**src/rtl/dp_accum.sv**
```systemverilog
// dp_accum: burst accumulator (add or subtract) with done pulse and sticky overflow/borrow.
// Optional clamp-on-overflow instead of wrap when DP_ACCUM_SATURATE_EN is defined.
module dp_accum #(
  parameter int WIDTH   = 4,
  parameter int NUM_OPS = 4
) (
  input  logic             clka,
  input  logic             restart,
  input  logic             start,
  input  logic             op_sub,
  input  logic [WIDTH-1:0] d_in,
  input  logic             d_valid,
  output logic             d_ready,
  output logic             busy,
  output logic [WIDTH-1:0] d_out,
  output logic             ovf,
  output logic             done
);

  typedef enum logic [1:0] {
    IDLE = 2'd0,
    ACC  = 2'd1,
    DONE = 2'd2
  } state_t;

  localparam logic [7:0] LAST_CNT = 8'(NUM_OPS - 1);

  state_t           state, state_nxt;
  logic [WIDTH-1:0] acc, acc_nxt;
  logic [7:0]       cnt;
  logic             ovf_int, ovf_nxt;
  logic             mode_sub;
  logic [WIDTH:0]   step_res;
  logic             accept, last_accept;

  // Returns {carry, sum}; with saturation the sum clamps to all ones on carry.
  function automatic logic [WIDTH:0] add_step(input logic [WIDTH-1:0] a, input logic [WIDTH-1:0] b);
    logic [WIDTH:0] s;
    s = {1'b0, a} + {1'b0, b};
`ifdef DP_ACCUM_SATURATE_EN
    if (s[WIDTH]) s = {1'b1, {WIDTH{1'b1}}};
`endif
    return s;
  endfunction

  // Returns {borrow, diff}; with saturation the diff clamps to zero on borrow.
  function automatic logic [WIDTH:0] sub_step(input logic [WIDTH-1:0] a, input logic [WIDTH-1:0] b);
    logic             borrow;
    logic [WIDTH-1:0] d;
    borrow = (a < b);
    d      = a - b;
`ifdef DP_ACCUM_SATURATE_EN
    if (borrow) d = '0;
`endif
    return {borrow, d};
  endfunction

  assign accept      = (state == ACC) && d_valid;
  assign last_accept = accept && (cnt == LAST_CNT);

  always_comb begin
    step_res = mode_sub ? sub_step(acc, d_in) : add_step(acc, d_in);
    acc_nxt  = step_res[WIDTH-1:0];
    ovf_nxt  = ovf_int | step_res[WIDTH];
    // The first operand seeds the accumulator and cannot raise the flag.
    if (cnt == 8'd0) begin
      acc_nxt = d_in;
      ovf_nxt = ovf_int;
    end
  end

  always_comb begin
    state_nxt = IDLE;
    d_ready   = 1'b0;
    busy      = 1'b0;
    done      = 1'b0;
    case (state)
      IDLE: state_nxt = start ? ACC : IDLE;
      ACC: begin
        d_ready   = 1'b1;
        busy      = 1'b1;
        state_nxt = last_accept ? DONE : ACC;
      end
      DONE: begin
        busy      = 1'b1;
        done      = 1'b1;
        state_nxt = IDLE;
      end
      default: state_nxt = IDLE;
    endcase
  end

  // State and datapath registers; result is captured on the edge that enters DONE.
  always_ff @(negedge clka or posedge restart) begin
    if (restart) begin
      state    <= IDLE;
      acc      <= '0;
      cnt      <= '0;
      ovf_int  <= 1'b0;
      mode_sub <= 1'b0;
      d_out    <= '0;
      ovf      <= 1'b0;
    end else begin
      state <= state_nxt;
      if ((state == IDLE) && start) begin
        mode_sub <= op_sub;
        cnt      <= '0;
        ovf_int  <= 1'b0;
      end
      if (accept) begin
        acc     <= acc_nxt;
        ovf_int <= ovf_nxt;
        cnt     <= cnt + 8'd1;
      end
      if (last_accept) begin
        d_out <= acc_nxt;
        ovf   <= ovf_nxt;
      end
    end
  end

endmodule

```
**config.mk**
```make
export PLATFORM = sky130hd
export DESIGN_NAME = dp_accum
export DESIGN_NICKNAME = d
export VERILOG_FILES = /design/src/rtl/dp_accum.sv
export SDC_FILE = /design/constraint.sdc
export NUM_CORES = 1
export LEC_CHECK = 0
export CAP_MARGIN = 5
export CELL_PAD_IN_SITES_DETAIL_PLACEMENT = 1
export CELL_PAD_IN_SITES_GLOBAL_PLACEMENT = 2
export CORE_ASPECT_RATIO = 1.25
export CORE_MARGIN = 10
export CORE_UTILIZATION = 30
export DETAILED_ROUTE_END_ITERATION = 10
export DONT_BUFFER_PORTS = 1
export PLACE_DENSITY = 0.7
export SLEW_MARGIN = 5
export SYNTH_ARGS = -nofsm -noshare
export SYNTH_HDL_FRONTEND = slang
export SYNTH_SLANG_ARGS = --single-unit
export TNS_END_PERCENT = 1
```
**constraint.sdc**
```tcl
create_clock -name clka -period 1.8 [get_ports clka]
set_input_delay 0.36 -clock clka [delete_from_list [all_inputs] [get_ports clka]]
set_output_delay 0.36 -clock clka [all_outputs]
set_load 0.1 [all_outputs]
```
Yosys cells after proc, flatten, opt, wreduce, memory -nomap -nowiden
Cells that the tools add are included.
- output and inout port bits: 8
- register bits after elaboration: 21
- $lt $le $gt $ge: 1
- bitwise logic cells: 1
- add/subtract/negate cells: 3
- mux-type cells: 13
- reduce and logical (&&, ||, !) cells: 7
- equality and inequality tests: 3
- operator list (cell ; number):
    two-way mux 8 bit ; 2
    adder 8 x 1 -> 8 bit, second input constant ; 1
    equality test 8 x 2 -> 1 bit, second input constant ; 1
    logical NOT 8 bit ; 1
    two-way mux 1 bit ; 7
    adder 4 x 4 -> 5 bit ; 1
    two-way mux 5 bit ; 1
    less-than comparator 4 bit ; 1
    two-way mux 4 bit ; 1
    case mux 2 bit (2 select lines) ; 1
    subtractor 4 bit ; 1
    logical AND 1 bit ; 3
    equality test 2 x 1 -> 1 bit, second input constant ; 1
    equality test 2 bit, second input constant ; 1
    logical NOT 2 bit ; 1
    two-way mux 2 bit ; 1
    nonzero test 2 bit ; 1
    OR reduction 2 bit ; 1
    OR 1 bit ; 1

Logic depth before layout (Yosys ltp)
Gate-level depths: netlist of run 1.
- depth after elaboration: 5
- gate-level depth with buffers: 8

==> results.json, run 1 <==
{
  "port_buffers": 0,
  "grt_pass1_vias": 1123,
  "p_seq_share_pct": 24.5,
  "violations": "setup timing",
  "cts_tree": "built",
  "irDropWorstVdd_mv": 0.606,
  "worstSetupPathType": "reg -> out",
  "cts_hold_buffers": 0,
  "setup_viol": 18,
  "yosys_register_bits": 21,
  "cp-end-kind": "output pin",
  "path_cells": "inv_2 -> ha_4 -> buf_12",
  "hp-class": "reg -> reg",
  "finalSetupTns_ps": -8140,
  "final_max_slew_viol_count": 0,
  "netlist_instances": 131,
  "grt_util_all_layers_pct": 9.59,
  "overflow": 0,
  "synth_nets": 155,
  "core_sq_um": 4130,
  "fill_cells": 477,
  "worst-path-buf-inv": 2,
  "fin_ws_ps": -681,
  "slew_headroom_pct": 77.5,
  "cpPeakStageDelay_ps": 430,
  "crit_fanout": 2,
  "insertion_delay_ps": 270,
  "area_delta_synth_final_pct": 39.1,
  "netlist_area_sq_um": 1290,
  "whs_ps": 454,
  "cp.required_ps": 1440,
  "critPathLaunchType": "flop",
  "post_cts_buffers": 0,
  "firstDrtPassIters": 4,
  "nets": 186,
  "power_leakage_nw": 0.823,
  "htreeDepth": 1,
  "drc": 0,
  "p_comb_share_pct": 66.4,
  "dieWidth_microns": 78.7,
  "cts_buffers": 3,
  "pin_count": 17,
  "num_rows": 26,
  "critical_path_arrival_ps": 2120,
  "power.density_nw_per_um2": 1940,
  "rsz0062_at_grt": "true",
  "status": "finished, violations left",
  "critPathTopFamily": "flip-flops",
  "antenna_found_initial": 0,
  "synth_warnings": 0,
  "diodes": 0,
  "ys_seq_area_share_pct": 40.7,
  "grt_max_degree": 22,
  "dieHeight_microns": 93.3,
  "die_area_sq_um": 7340,
  "grt_pass1_wl_microns": 5600,
  "num_vias": 1031,
  "synth_area_per_cell_sq_um": 9.85,
  "fin_area_sq_um": 1790,
  "clockRootBuffer": "clkbuf_8",
  "clock_path_buffers": 2,
  "drive_gt1_share_pct": 34.2,
  "worst_slew_pin_slew_ps": 338,
  "ys_types": 29,
  "hold_viol_final": 0,
  "cts.sinks": 21,
  "placed_cell_area_sq_um": 1670,
  "clkTransAtPathRegs_ps": 50,
  "skew_ps": 1.60,
  "start_util_pct": 31.2,
  "wl_per_cell_microns": 15.3,
  "p_sw_mw": 1.68,
  "avgViaCountPerCell": 4.75,
  "cp_slowest_cell": "dfrtn_1",
  "cap_violations": 0,
  "drt_iter0_drc": 41,
  "clock_power_share_pct": 9.2,
  "p_int_mw": 1.81,
  "dp_hpwl_microns": 2700,
  "detail-route-antenna-nets": 0,
  "pre_cts_ws_ps": -889,
  "fin_util_pct": 43.4,
  "place.gp.congestion": 0.809,
  "switching_share_pct": 48.1,
  "routed_wl_microns": 3320
}
## path summary, 6_finish.rpt
path	start	to	slack, ps	depth (start not counted)
min	cnt[6]	cnt[6]	450	1
min in group asynchronous	restart	mode_sub	800	2
max in group asynchronous	restart	cnt[6]	740	2
max reg2reg	acc[0]	ovf	-110	8
min reg2reg	cnt[6]	cnt[6]	450	1
max	state[0]	busy	-680	3
## timing repair
| item | in CTS | in global routing |
|---|---|---|
| gates resized for setup | 13 | 10 |
| pin swaps | 9 | 4 |
| gates cloned | 0 | 0 |
| endpoints found under the hold margin | 0 | 0 |
| setup endpoints to repair | 24 | 23 |
## power groups by stage
| stage | registers (mW) | logic [mW] | clock network (mW) |
|---|---|---|---|
| after global placement | 0.844 | 2.13 | 0 |
| after CTS | 0.852 | 2.29 | 0.328 |
| after floorplan | 1.18 | 1.06 | 0 |
| after detailed placement | 0.854 | 2.21 | 0 |
| after global routing | 0.885 | 2.52 | 0.351 |
| final | 0.852 | 2.31 | 0.320 |
## final cells by class
type	instances	area (sq um)	area share (%)
multi-input cells	93	767	42.7
flip-flops and latches	21	526	29.3
repair buffers	28	330	18.4
well taps	56	70.1	3.91
inverters	15	56.3	3.14
clock buffers	4	45.0	2.51
## metrics by stage
step	cells	power (mW)
6_report	217	3.48
2_1_floorplan	131	2.24
3_5_place_dp	213	3.07
3_3_place_gp	213	2.98
5_1_grt	217	3.75
4_1_cts	217	3.47
## cells in the final DEF (no fill, tap or decap), drive strengths merged, types with 2 or more instances in the layout
| master | instances |
|---|---|
| nor2 | 9 |
| nand2 | 12 |
| fa | 2 |
| clkbuf | 4 |
| ha | 13 |
| inv | 15 |
| o21ai | 14 |
| dfrtn | 21 |
| a21oi | 6 |
| a31oi | 3 |
| nand3 | 4 |
| and3 | 2 |
| mux2i | 2 |
| buf | 28 |
| nand4 | 2 |
| mux2 | 7 |
| nor2b | 2 |
| o211ai | 3 |
| o31ai | 3 |
## per-layer routing
metal	global-route usage, %	part of all wire, %
met1	10.3	41
met2	17.7	56
met3	1.82	2.5
met4	4.04	0.72
met5	0	0
## worst reg2reg max path, stage by stage, from the launching register on
cell and delay [ps]:
dfrtn_1 470, inv_1 90, ha_4 170, fa_2 350, nor2b_1 130, o21a_1 130, o21ai_0 80, a31oi_1 250
a21oi_1 100
## cell families after synthesis
kind of cell             synth area share (%)
AND/OR/NAND/NOR                          14.4
flip-flops                               40.7
AO/OA/AOI/OAI                            14.5
adder cells (fa/ha/maj)                  15.7
XOR/XNOR                                 1.36
buffers and inverters                    5.62
multiplexers                             7.66
## sequential cells by signal, summed over array words and instances (netlist names)
name,count
ovf_int,1
ovf,1
mode_sub,1
state,2
d_out,4
cnt,8
acc,4
## Yosys cell counts
master    count  area share (%)
dfrtn_1      21              41
inv_1        15             4.4
o21ai_0      14             5.4
ha_1         13              13
nand2_1      12             3.5
nor2_1        8             2.3
mux2_2        7             6.1
a21oi_1       6             2.3
nand3_1       4             1.6
a31oi_1       3             1.5
o211ai_1      3             1.7
o31ai_1       3             1.7
and3_1        2            0.97
fa_1          2             3.1
mux2i_1       2             1.6
nand4_1       2            0.97
nor2b_1       2            0.97
a22o_1        1            0.68
a22oi_1       1            0.58
and2_1        1            0.49
and4_1        1            0.68
buf_2         1            0.39
buf_6         1            0.87
nor2_4        1            0.87
nor3_1        1            0.39
nor4_4        1             1.6
o21a_1        1            0.58
xnor2_1       1            0.68
xor2_1        1            0.68
No activity file was read; power rests on OpenSTA's default activity.
==> inputs of run 2 (changes only) <==
--- a/config.mk
+++ b/config.mk
@@ -6,4 +6,5 @@
 export NUM_CORES = 1
 export LEC_CHECK = 0
+export ABC_CLOCK_PERIOD_IN_PS = 1800
 export CAP_MARGIN = 5
 export CELL_PAD_IN_SITES_DETAIL_PLACEMENT = 1
==> constraint.sdc (replaced) <==
create_clock -name clka -period 1.8 [get_ports clka]
set_input_delay 0.36 -clock clka [delete_from_list [all_inputs] [get_ports clka]]
set_output_delay 0.36 -clock clka [all_outputs]
set_load 0.02 [all_outputs]
==> results.json, run 2 (synthesis gave the netlist of run 1 again) <==
{
  "slew_headroom_pct": 76.3,
  "clkTransAtPathRegs_ps": 60,
  "fill_cells": 492,
  "dieWidth_microns": 78.7,
  "mostFrequentLayoutCell": "dfrtn_1",
  "port_buffers": 0,
  "rrSetupSlack_ps": -160,
  "dp_hpwl_microns": 2760,
  "cts_hold_buffers": 0,
  "mostFrequentLayoutCells": "dfrtn_1, buf_4, inv_1",
  "grt_max_degree": 22,
  "firstDrtPassIters": 3,
  "power_leakage_nw": 0.756,
  "cts_tree": "built",
  "worstRegToRegCells": 8,
  "setup_viol": 18,
  "grt_pass1_wl_microns": 5690,
  "clockRootBuffer": "clkbuf_8",
  "reg2reg_to": "d_out[2]",
  "worstSetupPathType": "in -> reg",
  "regMostFlops": "cnt",
  "pin_count": 17,
  "fin_util_pct": 40.2,
  "fin_ws_ps": -595,
  "drt_iter0_drc": 50,
  "crit_fanout": 3,
  "cp-end-kind": "flop",
  "finalSetupTns_ps": -7280,
  "dieHeight_microns": 93.3,
  "num_rows": 26,
  "violations": "setup timing",
  "core_sq_um": 4130,
  "clock_path_buffers": 2,
  "start_util_pct": 31.2,
  "diodes": 0,
  "drc": 0,
  "insertion_delay_ps": 280,
  "overflow": 0,
  "num_vias": 1022,
  "irDropWorstVdd_mv": 0.423,
  "cts.sinks": 21,
  "place.gp.congestion": 0.807,
  "post_cts_buffers": 0,
  "drive_gt1_share_pct": 32.7,
  "endpoint": "d_out[2]",
  "worst_slew_pin_slew_ps": 355,
  "antenna_found_initial": 0,
  "nets": 178,
  "critPathLaunch": "d_in[0]",
  "cap_violations": 0,
  "area_delta_synth_final_pct": 28.7,
  "rsz0062_at_grt": "true",
  "hp-class": "reg -> reg",
  "power.density_nw_per_um2": 1610,
  "avgViaCountPerCell": 4.89,
  "hold_viol_final": 0,
  "critPathLaunchType": "primary input",
  "reg.largest.list": "cnt (8), acc (4), d_out (4)",
  "final_max_slew_viol_count": 0,
  "critical_path_arrival_ps": 1620,
  "grt_util_all_layers_pct": 9.76,
  "total_power_mw": 2.67,
  "wl_per_cell_microns": 15.9,
  "r2r_start": "acc[0]",
  "cp.required_ps": 1020,
  "htreeDepth": 1,
  "routed_wl_microns": 3330,
  "detail-route-antenna-nets": 0,
  "status": "finished, violations left",
  "skew_ps": 8.21,
  "largest_reg_flops": 8,
  "die_area_sq_um": 7340,
  "cts_buffers": 3,
  "grt_pass1_vias": 1178
}
-- run 2: changes by cell type in the layout (fill, tap and decap cells not counted), moves of 2 or more --
cell | before | now
buf_12 | 9 | 1
mux2_2 | 7 | 5
mux2_4 | 0 | 2
o21ai_1 | 5 | 3
o21ai_2 | 1 | 3
-- run 2: layout make-up --
class / count / area, sq um / share of cell area, %
Multi-Input combinational cell: 93 / 797 / 48.0
Sequential cell: 21 / 526 / 31.7
Timing Repair Buffer: 20 / 166 / 10.0
Tap cell: 56 / 70.1 / 4.22
Inverter: 15 / 56.3 / 3.39
Clock buffer: 4 / 45.0 / 2.71
-- run 2: metal layers --
metal,up-vias,wire length (microns),global-route usage (%)
met3,2,131,2.59
met4,0,27,3.59
met2,9,1870,19.1
li1,499,-,-
met5,-,0,0
met1,512,1310,9.42
-- run 2: what timing repair did --
action,CTS,global route
pin swaps,3,9
endpoints found under the setup margin,25,26
resized for setup,7,22
-- run 2: critical path, stage by stage --
cell	delay (ps)
ha_4	150
fa_2	400
mux2i_2	170
xnor2_1	100
nor2_1	130
a21oi_2	50
mux2_2	260
-- run 2: stage by stage --
stage               setup WS (ps)  cell area (sq um)  hold slack [ps]  instances
floorplan                    -757               1300              415        131
global placement             -837               1510              449        205
detailed placement           -932               1510              463        205
CTS                          -572               1590              463        209
global route                 -658               1660              467        209
finish                       -595               1660              453        209
-- run 2: where the power goes --
part           leakage, nW  internal [mW]  switching [mW]
combinational        0.469          0.724           0.713
clock               0.0228          0.158           0.158
sequential           0.264          0.658           0.257
-- run 2: how the worst min path moves through the flow --
stage	start	end	slack [ps]	depth (start not counted)
finish	cnt[6]	cnt[6]	450	1
global route	cnt[6]	cnt[6]	470	1
CTS	acc[0]	acc[0]	460	2
detailed placement	acc[0]	acc[0]	460	2
global placement	acc[0]	acc[0]	450	2
floorplan	cnt[6]	cnt[6]	410	1
==> patch 1, RTL diff (flow settings as in run 2) <==
The option `DP_ACCUM_SATURATE_EN` is turned on by a define.
--- a/src/rtl/dp_accum.sv
+++ b/src/rtl/dp_accum.sv
@@ -1,4 +1,6 @@
 // dp_accum: burst accumulator (add or subtract) with done pulse and sticky overflow/borrow.
 // Optional clamp-on-overflow instead of wrap when DP_ACCUM_SATURATE_EN is defined.
+`define DP_ACCUM_SATURATE_EN
+
 module dp_accum #(
   parameter int WIDTH   = 4,
Check against the original RTL: not equivalent (Yosys sat finds a counterexample within 10 cycles, from zero or initial values).
==> patch 1 against run 2 <==
- the run still ends with setup timing left
- combinational power rose by 24%
- via count rose by 6.2%
- total power rose by 12%
- global-route usage rose by 0.35 points
- worst setup slack improved by 0.025 ns
- sequential cell count did not move
- synthesized area rose by 5.3%
- clock skew fell by 0.0051 ns
- count of clock-buffer cells in the layout did not move
- cell area rose by 4.9%
- routed wire length rose by 3.2%
- largest cell class unchanged
==> patch 1: results (changes against run 2) <==
[detailed_routing]
met3WireLength_um = 86  ; -34%
dr.first_iter.drc_count = 64  ; +28%
dr_wl_met2_um = 1930  ; +3.3%
route.vias.total = 1085  ; +6.2%
routed_via_density = 4.82  ; -1.4%
route.layer.met1.wl_um = 1360  ; +3.9%
wire_per_inst_um = 15.3  ; -4.2%

[placement]
gp_routability_congestion = 0.844  ; +4.5%
placedCellCount = 221  ; +7.8%
placedInstanceArea_mm2 = 0.00163  ; +7.4%

[global_route]
grt_pass1_wl_um = 6060  ; +6.4%
grt_use_met1_pct = 10.9  ; +1.5 points
grt_use_met3_pct = 1.98  ; -0.61 points
grt_use_met2_pct = 18.5  ; -0.59 points

[synthesis]
synth_area_per_cell_um2 = 9.50  ; -3.5%
seq_area_frac_synth_pct = 38.7  ; -2.1 points
syn_nets = 167  ; +7.7%
area_share_of_xor_xnor_cells_in_the_synthesized_design_pct = 2.58  ; +1.2 points
post_synth_main_area_contributors = sky130_fd_sc_hd__dfrtn_1, sky130_fd_sc_hd__ha_1, sky130_fd_sc_hd__o21ai_0
synthAdderAreaFrac_pct = 14.9  ; -0.80 points
multiplexer_share_of_the_synthesized_area_pct = 2.49  ; -5.2 points
yosys.cell_types.count = 36  ; +24%

[timing]
setup-violations-final = 20  ; +2
clock-skew-final_ns = 0.00314  ; -0.00506 ns
final_critical_path_setup_slack_ns = -0.570  ; +0.0246 ns

[power]
power.combinational.fraction_pct = 60.0  ; +6.1 points
sw_frac_of_total_pct = 42.6  ; +0.34 points
power.ir.vdd_worst_mv = 0.695  ; +64%
pwr-share-clk_pct = 10.2  ; -1.6 points
power_clock_mw = 0.305  ; -3%

[cells_and_area]
clock_area_share_pct = 2.59  ; -0.13 points
ratio_of_cells_with_drive_above_1_in_the_final_layout_pct = 31.7  ; -0.94 points

[status]
violations = setup timing
run_status = complete, but fails checks

[min_path]
hold_path_startpoint = ovf_int

[setup_path]
crit_path_max_fanout = 4  ; +1
critPathArrivalTime_ns = 1.78  ; +0.16 ns

## patch 1: what timing repair did
action	4_1_cts	5_1_grt
resized for setup	11	9
setup endpoints to repair	27	23
hold endpoints to repair	0	0
pin swaps	11	4
## patch 1: worst paths after layout
path / cells after the start / to / slack (ns)
worst min-delay path: 2 / ovf_int / 0.47
worst min register to register: 2 / ovf_int / 0.47
worst max-delay path: 7 / d_out[0] / -0.57
worst max register to register: 9 / acc[3] / -0.08
min in group asynchronous: 2 / state[1] / 0.80
max in group asynchronous: 2 / d_out[2] / 0.75
## patch 1: critical path, cell delays in order
cell	delay [ns]
sky130_fd_sc_hd__ha_2	0.17
sky130_fd_sc_hd__fa_2	0.34
sky130_fd_sc_hd__nor2b_2	0.19
sky130_fd_sc_hd__nor3_1	0.07
sky130_fd_sc_hd__o31a_2	0.31
sky130_fd_sc_hd__a21oi_1	0.17
sky130_fd_sc_hd__mux2_2	0.17
==> patch 2, RTL diff (flow settings as in run 2) <==
Made on the original files. One comparison of `cnt` changes from == to >=.
--- a/src/rtl/dp_accum.sv
+++ b/src/rtl/dp_accum.sv
@@ -57,5 +57,5 @@
 
   assign accept      = (state == ACC) && d_valid;
-  assign last_accept = accept && (cnt == LAST_CNT);
+  assign last_accept = accept && (cnt >= LAST_CNT);
 
   always_comb begin
Check against the original RTL: no difference found for any inputs over 10 cycles, from zero or initial values; that may be too few to reach the edited logic, so the function may still have changed.
==> patch 2 against run 2 <==
- the flow still finishes with violations (setup timing)
- via count grew 2.7%
- sequential share of layout area rose by 0.46 points
- sequential cell count did not move
- non-clock buffer count increased by 1
- synthesized area increased by 1.4%
- highest routed layer unchanged
- total power up 7.7%
- worst setup slack improved by 0.050 ns
- cell area shrank 1.4%
- count of clock-buffer cells in the layout unchanged
- routed wire length grew 0.81%
- first-iteration DRC count decreased by 78%
- critical path type is now reg2out
==> patch 2: results (changes against run 2) <==
[detailed_routing]
dr.pass1.iters = 4  ; +1
routed_via_density = 4.77  ; -2.4%
dr.first_iter.drc_count = 11  ; -78%
met3WireLength_um = 64  ; -51%
dr_wl_met2_um = 1990  ; +6.6%
routed_wl_um = 3360  ; +0.81%

[timing]
max_slew.worst_pin.slew_ns = 0.391  ; +0.0358 ns
hold-worst-slack_ns = 0.453  ; -0.000444 ns
tns_ns = -6.34  ; +0.932 ns
setup-violations-final = 16  ; -2
final_critical_path_setup_slack_ns = -0.545  ; +0.0498 ns
clock-skew-final_ns = 0.00127  ; -0.00694 ns

[power]
pwr-share-clk_pct = 11.0  ; -0.8 points
power.ir.vdd_worst_mv = 0.430  ; +1.5%
p_per_area_mw_per_mm2 = 1760  ; +9.3%
p_int_mw = 1.61  ; +4.5%
power.leakage_nw = 0.767  ; +1.4%

[status]
run_status = complete, but fails checks
violations = setup timing

[setup_path]
rr_endpoint = d_out[1]
register_to_register_path_setup_slack_ns = -0.03  ; +0.13 ns
critPathArrivalTime_ns = 1.99  ; +0.37 ns
cpMaxStageDelayCell = sky130_fd_sc_hd__dfrtn_1
crit_family = flip-flops

[global_route]
grt_use_met1_pct = 9.84  ; +0.42 points
grt_use_met2_pct = 20.3  ; +1.2 points
grt_use_met3_pct = 1.25  ; -1.3 points
grt_pass1_wl_um = 5930  ; +4.1%
first_global_vias = 1210  ; +2.7%

[cells_and_area]
finish.net_count = 189  ; +6.2%

[placement]
dpl_hpwl_um = 2750  ; -0.27%
gp_routability_congestion = 0.779  ; -3.5%

[synthesis]
synth_top_cells_by_count = sky130_fd_sc_hd__dfrtn_1, sky130_fd_sc_hd__o21ai_0, sky130_fd_sc_hd__nand2_1
yosys.cell_types.count = 36  ; +24%

-- patch 2: cell count changes in the layout (fill, tap and decap cells not counted), sizes merged, moves of 2 or more --
cell           run 2  this run
mux2               7         1
inv               15        13
a21oi              6         9
o21ai             14        23
nand2             12        19
o211ai             3         1
o31ai              3         0
-- patch 2: cells by family (layout without fill, tap and decap cells) --
| family | count (synthesis) | count (layout) | share of synthesized area, % |
|---|---|---|---|
| AO/OA/AOI/OAI | 38 | 38 | 16.5 |
| XOR/XNOR | 2 | 2 | 1.34 |
| adder cells (fa/ha/maj) | 15 | 15 | 15.5 |
| buffers and inverters | 17 | 38 | 5.84 |
| flip-flops | 21 | 21 | 40.2 |
| multiplexers | 3 | 3 | 2.39 |
| AND/OR/NAND/NOR | 47 | 47 | 18.3 |
-- patch 2: worst max path at each step --
stage / start / endpoint / slack, ns / depth (start not counted)
finish: state[1] / busy / -0.55 / 2
global route: d_in[0] / d_out[1] / -0.59 / 7
CTS: state[0] / d_ready / -0.55 / 2
detailed placement: d_in[0] / acc[1] / -0.91 / 7
global placement: d_in[0] / acc[1] / -0.82 / 7
floorplan: d_in[0] / acc[1] / -0.69 / 7
-- patch 2: metrics by stage --
step	setup WS (ns)	cells
after global placement	-0.819	216
after global routing	-0.595	220
after detailed placement	-0.907	216
final	-0.545	220
after CTS	-0.548	220
after floorplan	-0.690	143
-- patch 2: repair_timing --
item / 4_1_cts / 5_1_grt
pin swaps: 3 / 4
endpoints found under the setup margin: 21 / 19
gates resized for setup: 15 / 7
-- patch 2: cell type report --
cell class	count	area share, %
Multi-Input combinational cell	105	47.5
Sequential cell	21	32.1
Timing Repair Buffer	21	10.4
Tap cell	56	4.28
Inverter	13	2.98
Clock buffer	4	2.75
